$ cat config.mk
export PLATFORM = sky130hd
export DESIGN_NAME = const_div_seq
export DESIGN_NICKNAME = d
export VERILOG_FILES = /design/src/rtl/const_arith_pkg.sv /design/src/rtl/const_div_seq_step.sv /design/src/rtl/const_div_seq.sv
export SDC_FILE = /design/constraint.sdc
export NUM_CORES = 1
export LEC_CHECK = 0
export ABC_AREA = 1
export CORE_MARGIN = 2
export CORE_UTILIZATION = 55
export DETAILED_ROUTE_END_ITERATION = 10
export PLACE_DENSITY_LB_ADDON = 0.08
export SLEW_MARGIN = 20
export SYNTH_ARGS = -nofsm -noshare
export SYNTH_HDL_FRONTEND = slang
export SYNTH_SLANG_ARGS = --single-unit
export TNS_END_PERCENT = 10
$ cat constraint.sdc
create_clock -name clk -period 2.9 [get_ports clk]
set_clock_uncertainty 0.15 [all_clocks]
set_input_delay 0.87 -clock clk [delete_from_list [all_inputs] [get_ports clk]]
set_output_delay 0.87 -clock clk [all_outputs]
set_load 0.1 [all_outputs]
$ cat src/rtl/const_arith_pkg.sv
// -----------------------------------------------------------------------------
// const_arith_pkg
// Constants shared between the constant-arithmetic datapath and its sequential
// inverse (const_div_seq). Both sides use the same default divisor, so a
// product num*CONST_DIVISOR produced upstream divides back to num here.
// Also holds the divider FSM state encoding.
// -----------------------------------------------------------------------------
package const_arith_pkg;

  // Constant shared with the constant-arithmetic block.
  localparam int unsigned CONST_DIVISOR    = 7;

  // Default datapath widths.
  localparam int unsigned WIDTH_IN_DEFAULT = 16;
  localparam int unsigned WIDTH_Q_DEFAULT  = 8;

  // Widest quotient/remainder the divider is meant to be built with.
  localparam int unsigned WIDTH_Q_MAX      = 16;

  typedef enum logic [1:0] {
    S_IDLE = 2'd0,
    S_BUSY = 2'd1,
    S_DONE = 2'd2
  } state_t;

endpackage : const_arith_pkg

$ cat src/rtl/const_div_seq_step.sv
// -----------------------------------------------------------------------------
// div_step
// One restoring-division step by a compile-time constant. The next dividend
// bit is shifted into the partial remainder; if the result is >= DIVISOR the
// divisor is subtracted and the quotient bit is 1.
//
// Ports:
//   rem_i    partial remainder before this step (always < DIVISOR)
//   bit_i    next dividend bit, MSB first
//   rem_o    partial remainder after this step (always < DIVISOR)
//   q_bit_o  quotient bit produced by this step
// -----------------------------------------------------------------------------
module div_step #(
  parameter int WIDTH_Q = 8,
  parameter int DIVISOR = 7
) (
  input  logic [WIDTH_Q-1:0] rem_i,
  input  logic               bit_i,
  output logic [WIDTH_Q-1:0] rem_o,
  output logic               q_bit_o
);

  localparam logic [WIDTH_Q:0] DIV_C = (WIDTH_Q + 1)'(DIVISOR);

  // rem_i < DIVISOR <= 2**WIDTH_Q-1, so the shifted value needs one extra bit.
  logic [WIDTH_Q:0] shifted;

  assign shifted = {rem_i, bit_i};
  assign q_bit_o = (shifted >= DIV_C);
  // After a subtraction the difference is < DIVISOR, so the top bit is zero.
  assign rem_o   = q_bit_o ? WIDTH_Q'(shifted - DIV_C) : shifted[WIDTH_Q-1:0];

endmodule : div_step

$ cat src/rtl/const_div_seq.sv
// -----------------------------------------------------------------------------
// const_div_seq
// Sequential divider by a compile-time constant. Recovers quotient and
// remainder from a WIDTH_IN-bit value (typically num*DIVISOR from the
// constant-arithmetic datapath), one quotient bit per clock.
//
// Optional feature: define CONST_DIV_ROUND_EN to round the quotient half-up
// (remainder still reports the truncated value). Undefined: floor division.
//
// Ports:
//   clk        system clock, rising edge
//   rst_n      synchronous active-low reset
//   in_valid   dividend valid
//   in_ready   block can accept a dividend (IDLE and not in reset)
//   dividend   value to divide, sampled at the accept edge only
//   out_valid  result valid (DONE), held until out_ready
//   out_ready  consumer accepts the result
//   quotient   dividend/DIVISOR, saturated to all ones
//   remainder  dividend mod DIVISOR
//   ovf        true quotient did not fit in WIDTH_Q bits
//
// Timing: accept edge, WIDTH_IN step cycles, one finalise cycle, so out_valid
// rises WIDTH_IN+1 clocks after the accept edge.
// -----------------------------------------------------------------------------
module const_div_seq
  import const_arith_pkg::*;
#(
  parameter int WIDTH_IN = WIDTH_IN_DEFAULT,
  parameter int WIDTH_Q  = WIDTH_Q_DEFAULT,
  parameter int DIVISOR  = CONST_DIVISOR
) (
  input  logic                clk,
  input  logic                rst_n,
  input  logic                in_valid,
  output logic                in_ready,
  input  logic [WIDTH_IN-1:0] dividend,
  output logic                out_valid,
  input  logic                out_ready,
  output logic [WIDTH_Q-1:0]  quotient,
  output logic [WIDTH_Q-1:0]  remainder,
  output logic                ovf
);

  // Elaboration-time parameter guards.
  if (DIVISOR < 1 || DIVISOR > (2 ** WIDTH_Q) - 1) begin : g_bad_divisor
    $error("const_div_seq: DIVISOR out of range 1..2**WIDTH_Q-1");
  end
  if (WIDTH_Q > WIDTH_Q_MAX || WIDTH_IN <= WIDTH_Q) begin : g_bad_width
    $error("const_div_seq: need WIDTH_Q <= WIDTH_Q_MAX and WIDTH_IN > WIDTH_Q");
  end

  // Counter carries one extra bit: it runs WIDTH_IN-1 down to 0 with a step
  // each cycle, then wraps negative, which marks the finalise cycle.
  localparam int CW = $clog2(WIDTH_IN) + 1;

  state_t              state_q, state_d;
  logic [CW-1:0]       count_q, count_d;
  logic [WIDTH_IN-1:0] shift_q, shift_d;
  logic [WIDTH_Q-1:0]  rem_q, rem_d;
  logic [WIDTH_IN-1:0] quot_q, quot_d;
  logic [WIDTH_Q-1:0]  quotient_q, quotient_d;
  logic [WIDTH_Q-1:0]  remainder_q, remainder_d;
  logic                ovf_q, ovf_d;

  logic [WIDTH_Q-1:0]  step_rem;
  logic                step_q;
  logic [WIDTH_Q-1:0]  q_sat;
  logic                q_ovf;

  div_step #(
    .WIDTH_Q (WIDTH_Q),
    .DIVISOR (DIVISOR)
  ) u_step (
    .rem_i   (rem_q),
    .bit_i   (shift_q[WIDTH_IN-1]),
    .rem_o   (step_rem),
    .q_bit_o (step_q)
  );

  // Result finalisation from the full WIDTH_IN-bit internal quotient.
`ifdef CONST_DIV_ROUND_EN
  logic                round_up;
  logic [WIDTH_IN:0]   q_round;

  assign round_up = ({rem_q, 1'b0} >= (WIDTH_Q + 1)'(DIVISOR));
  // One extra bit so an all-ones quotient rounding up cannot wrap to zero.
  assign q_round  = {1'b0, quot_q} + (WIDTH_IN + 1)'(round_up);
  assign q_ovf    = |q_round[WIDTH_IN:WIDTH_Q];
  assign q_sat    = q_ovf ? '1 : q_round[WIDTH_Q-1:0];
`else
  assign q_ovf    = |quot_q[WIDTH_IN-1:WIDTH_Q];
  assign q_sat    = q_ovf ? '1 : quot_q[WIDTH_Q-1:0];
`endif

  // Held low through reset so nothing is accepted while rst_n is asserted.
  assign in_ready  = rst_n && (state_q == S_IDLE);
  assign out_valid = (state_q == S_DONE);
  assign quotient  = quotient_q;
  assign remainder = remainder_q;
  assign ovf       = ovf_q;

  // NOTE: every _d gets its hold value first, so no path through the case
  // leaves a signal unassigned and no latch is inferred.
  always_comb begin
    state_d     = state_q;
    count_d     = count_q;
    shift_d     = shift_q;
    rem_d       = rem_q;
    quot_d      = quot_q;
    quotient_d  = quotient_q;
    remainder_d = remainder_q;
    ovf_d       = ovf_q;

    unique case (state_q)
      S_IDLE: begin
        if (in_valid && in_ready) begin
          shift_d = dividend;
          rem_d   = '0;
          quot_d  = '0;
          count_d = CW'(WIDTH_IN - 1);
          state_d = S_BUSY;
        end
      end
      S_BUSY: begin
        if (count_q[CW-1]) begin
          quotient_d  = q_sat;
          remainder_d = rem_q;
          ovf_d       = q_ovf;
          state_d     = S_DONE;
        end else begin
          shift_d = {shift_q[WIDTH_IN-2:0], 1'b0};
          rem_d   = step_rem;
          quot_d  = {quot_q[WIDTH_IN-2:0], step_q};
          count_d = count_q - CW'(1);
        end
      end
      S_DONE: begin
        if (out_ready) state_d = S_IDLE;
      end
      default: state_d = S_IDLE;
    endcase
  end

  // NOTE: sequential state uses non-blocking assignments so every register
  // samples its _d value from before the edge, independent of statement order.
  always_ff @(posedge clk) begin
    if (!rst_n) begin
      state_q     <= S_IDLE;
      count_q     <= '0;
      shift_q     <= '0;
      rem_q       <= '0;
      quot_q      <= '0;
      quotient_q  <= '0;
      remainder_q <= '0;
      ovf_q       <= 1'b0;
    end else begin
      state_q     <= state_d;
      count_q     <= count_d;
      shift_q     <= shift_d;
      rem_q       <= rem_d;
      quot_q      <= quot_d;
      quotient_q  <= quotient_d;
      remainder_q <= remainder_d;
      ovf_q       <= ovf_d;
    end
  end

endmodule : const_div_seq

==> run metrics <==
Post-Route WL=5590 µm; syn_area_per_cell=7.79 µm²; # fillers=396; initial antenna violation count=0; Syn Inst Count=340; RSZ-0062 raised after global routing=no; core area=4690 µm²; post-synthesis compound-gate area fraction=0.187; post-synth net total=362; # IOs=39; max frequency=0.351 GHz; clk root buf=clkbuf_8; CP required=1.88 ns; Max VDD drop=0.539 mV; largest fanout on the critical path=2; footprint of the multi-input gates=1170 µm²; Critical Path Max Stage Delay=0.49 ns; main combinational cell family by area after synthesis=simple AND/OR/NAND/NOR gates; Hold Buf Count CTS=0; post-route ant nets=0; slew margin rel.=0.667; synthesized flop and latch total=64; final-report setup violation count=0; Initial DRT Pass Iterations=4; Hold Path Class=reg2reg; CP arrival=1.83 ns; Final min period=2.85 ns; IO Port Bufs=38; post-CTS sizing=0; period utilization=0.982; initial drt markers=161; Leakage=1.34 nW; clock buffer depth=2; worst-path cell chain=clkdlybuf4s50_1, inv_2, nor3_4, buf_12; placed instance count=420; die area=5390 µm²; Critical Path Sink Type=primary output; M3 GR Usage=0.0837; yosys warns=0; largest net degree at the start of global routing=36; Worst-Margin Slew=0.498 ns; gr busiest metal=met2; Core Rows=25; Clock Sinks=64; H-Tree Depth=3; Initial Util=0.565; TritonCTS clock tree=built; Clock transition at path regs=0.07 ns; routability cong.=0.901; post-CTS repair timing setup buffer count=0; Hold Fails Final Rpt=0; Remaining DRCs=0; dpl hpwl=3550 µm; Overall Power=2.11 mW; share of layout cells above drive strength 1=0.134; Slew Viols, Final=0; global-route wire length before repair=9230 µm; # diodes=0; Die W=73.4 µm; power density cells=650 nW/µm²; GRT overflow=0; GR Layer Usage met1=0.277; register area=1280 µm²; vias in the first global route=2,078; Total Neg Setup Slack=0 ns; commonest non-fill, non-tap cell in the layout=nand2_1; Synth Area in Simple Gates=0.231; routed len/inst=12.9 µm; total CTS buffers=9; XOR/XNOR Fraction of Synth Area=0.0132; most frequent cells in the layout=nand2_1, dfxtp_1, a21oi_1; Cell Area, Synth=2650 µm²; status=finished clean; final worst slack=0.0511 ns; critical path type=in2out; max cap viols=0; vias=2,300; multiplexer area fraction after synthesis=0; Layout Nets=399; Vias/cell=5.29; Critical Path Start Type=input port; met2 Usage GRT=0.367; sequential share of the synthesized area=0.484; Yosys cell types=29; Adder-Cell Fraction of Synth Area=0.00945; Die Height=73.4 µm; Syn-to-layout area delta=22.3%; Layout Cells excl Fill=435; clock latency on the worst-skew pair=0.34 ns; Slowest-stage cell, CP=clkdlybuf4s50_1; All-Layer GR Usage=0.224; Place WS=0.0594 ns
-- layout make-up --
type                       count  area share
clock inverter                 5      0.0324
timing repair buffer          44       0.120
multi-input combinational    234       0.360
tap                           54      0.0208
sequential                    64       0.395
inverter                      24      0.0286
clock buffer                  10      0.0425
-- path summary, 6_finish.rpt --
path,from,endpoint,slack [ns],cells past startpoint
min reg2reg,shift_q[0]$_SDFFE_PN0P_,shift_q[0]$_SDFFE_PN0P_,0.32,2
max reg2reg,state_q[0]$_SDFFE_PN0P_,shift_q[12]$_SDFFE_PN0P_,0.93,7
min,shift_q[0]$_SDFFE_PN0P_,shift_q[0]$_SDFFE_PN0P_,0.32,2
max,rst_n,in_ready,0.05,4
-- per-layer routing --
metal  share of wire  vias to the layer above
li1                -                     1207
met1            0.48                     1038
met2            0.46                       49
met3           0.045                        6
met4          0.0098                        0
met5               0                        -
-- flip-flops by register name, summed over array words and instances (netlist names) --
name	flops
shift_q	16
count_q	5
rem_q	8
quot_q	16
ovf	1
remainder	8
quotient	8
state_q	2
-- cell usage after synthesis, drive strengths merged --
master / count / area share
nand2: 95 / 0.14
dfxtp: 64 / 0.48
a21oi: 33 / 0.062
o21ai: 30 / 0.057
nor2: 29 / 0.051
inv: 23 / 0.034
a31oi: 17 / 0.040
buf: 12 / 0.033
nand3: 10 / 0.021
o221ai: 7 / 0.023
clkbuf: 6 / 0.0085
nand4: 4 / 0.0094
xnor2: 4 / 0.013
ha: 2 / 0.0094
a211oi: 1 / 0.0047
clkinv: 1 / 0.0014
nor3: 1 / 0.0061
nor3b: 1 / 0.0028
-- worst max-delay path: cells and delay by family --
kind	cells	cell delay, ns
buf+inv	3	0.76
simple gates	1	0.19
-- through the flow --
stage	util	cell area [µm²]	hold slack, ns
after floorplan	-	2650	0.289
after global placement	0.639	3000	0.301
after detailed placement	0.639	3000	0.312
after CTS	0.691	3240	0.321
after global routing	0.691	3240	0.347
final	0.691	3240	0.317
-- power breakdown --
part           total [mW]  switching, mW  internal [mW]
clock network       0.930          0.341          0.590
registers           0.941         0.0245          0.917
logic               0.236          0.151         0.0848
total                2.11          0.516           1.59
-- logic make-up after synthesis --
group | after synthesis
adder cells (fa/ha/maj) | 2
AND/OR/NAND/NOR | 140
buffers and inverters | 42
flip-flops | 64
AO/OA/AOI/OAI | 88
XOR/XNOR | 4
(Power assumes the default switching activity.)
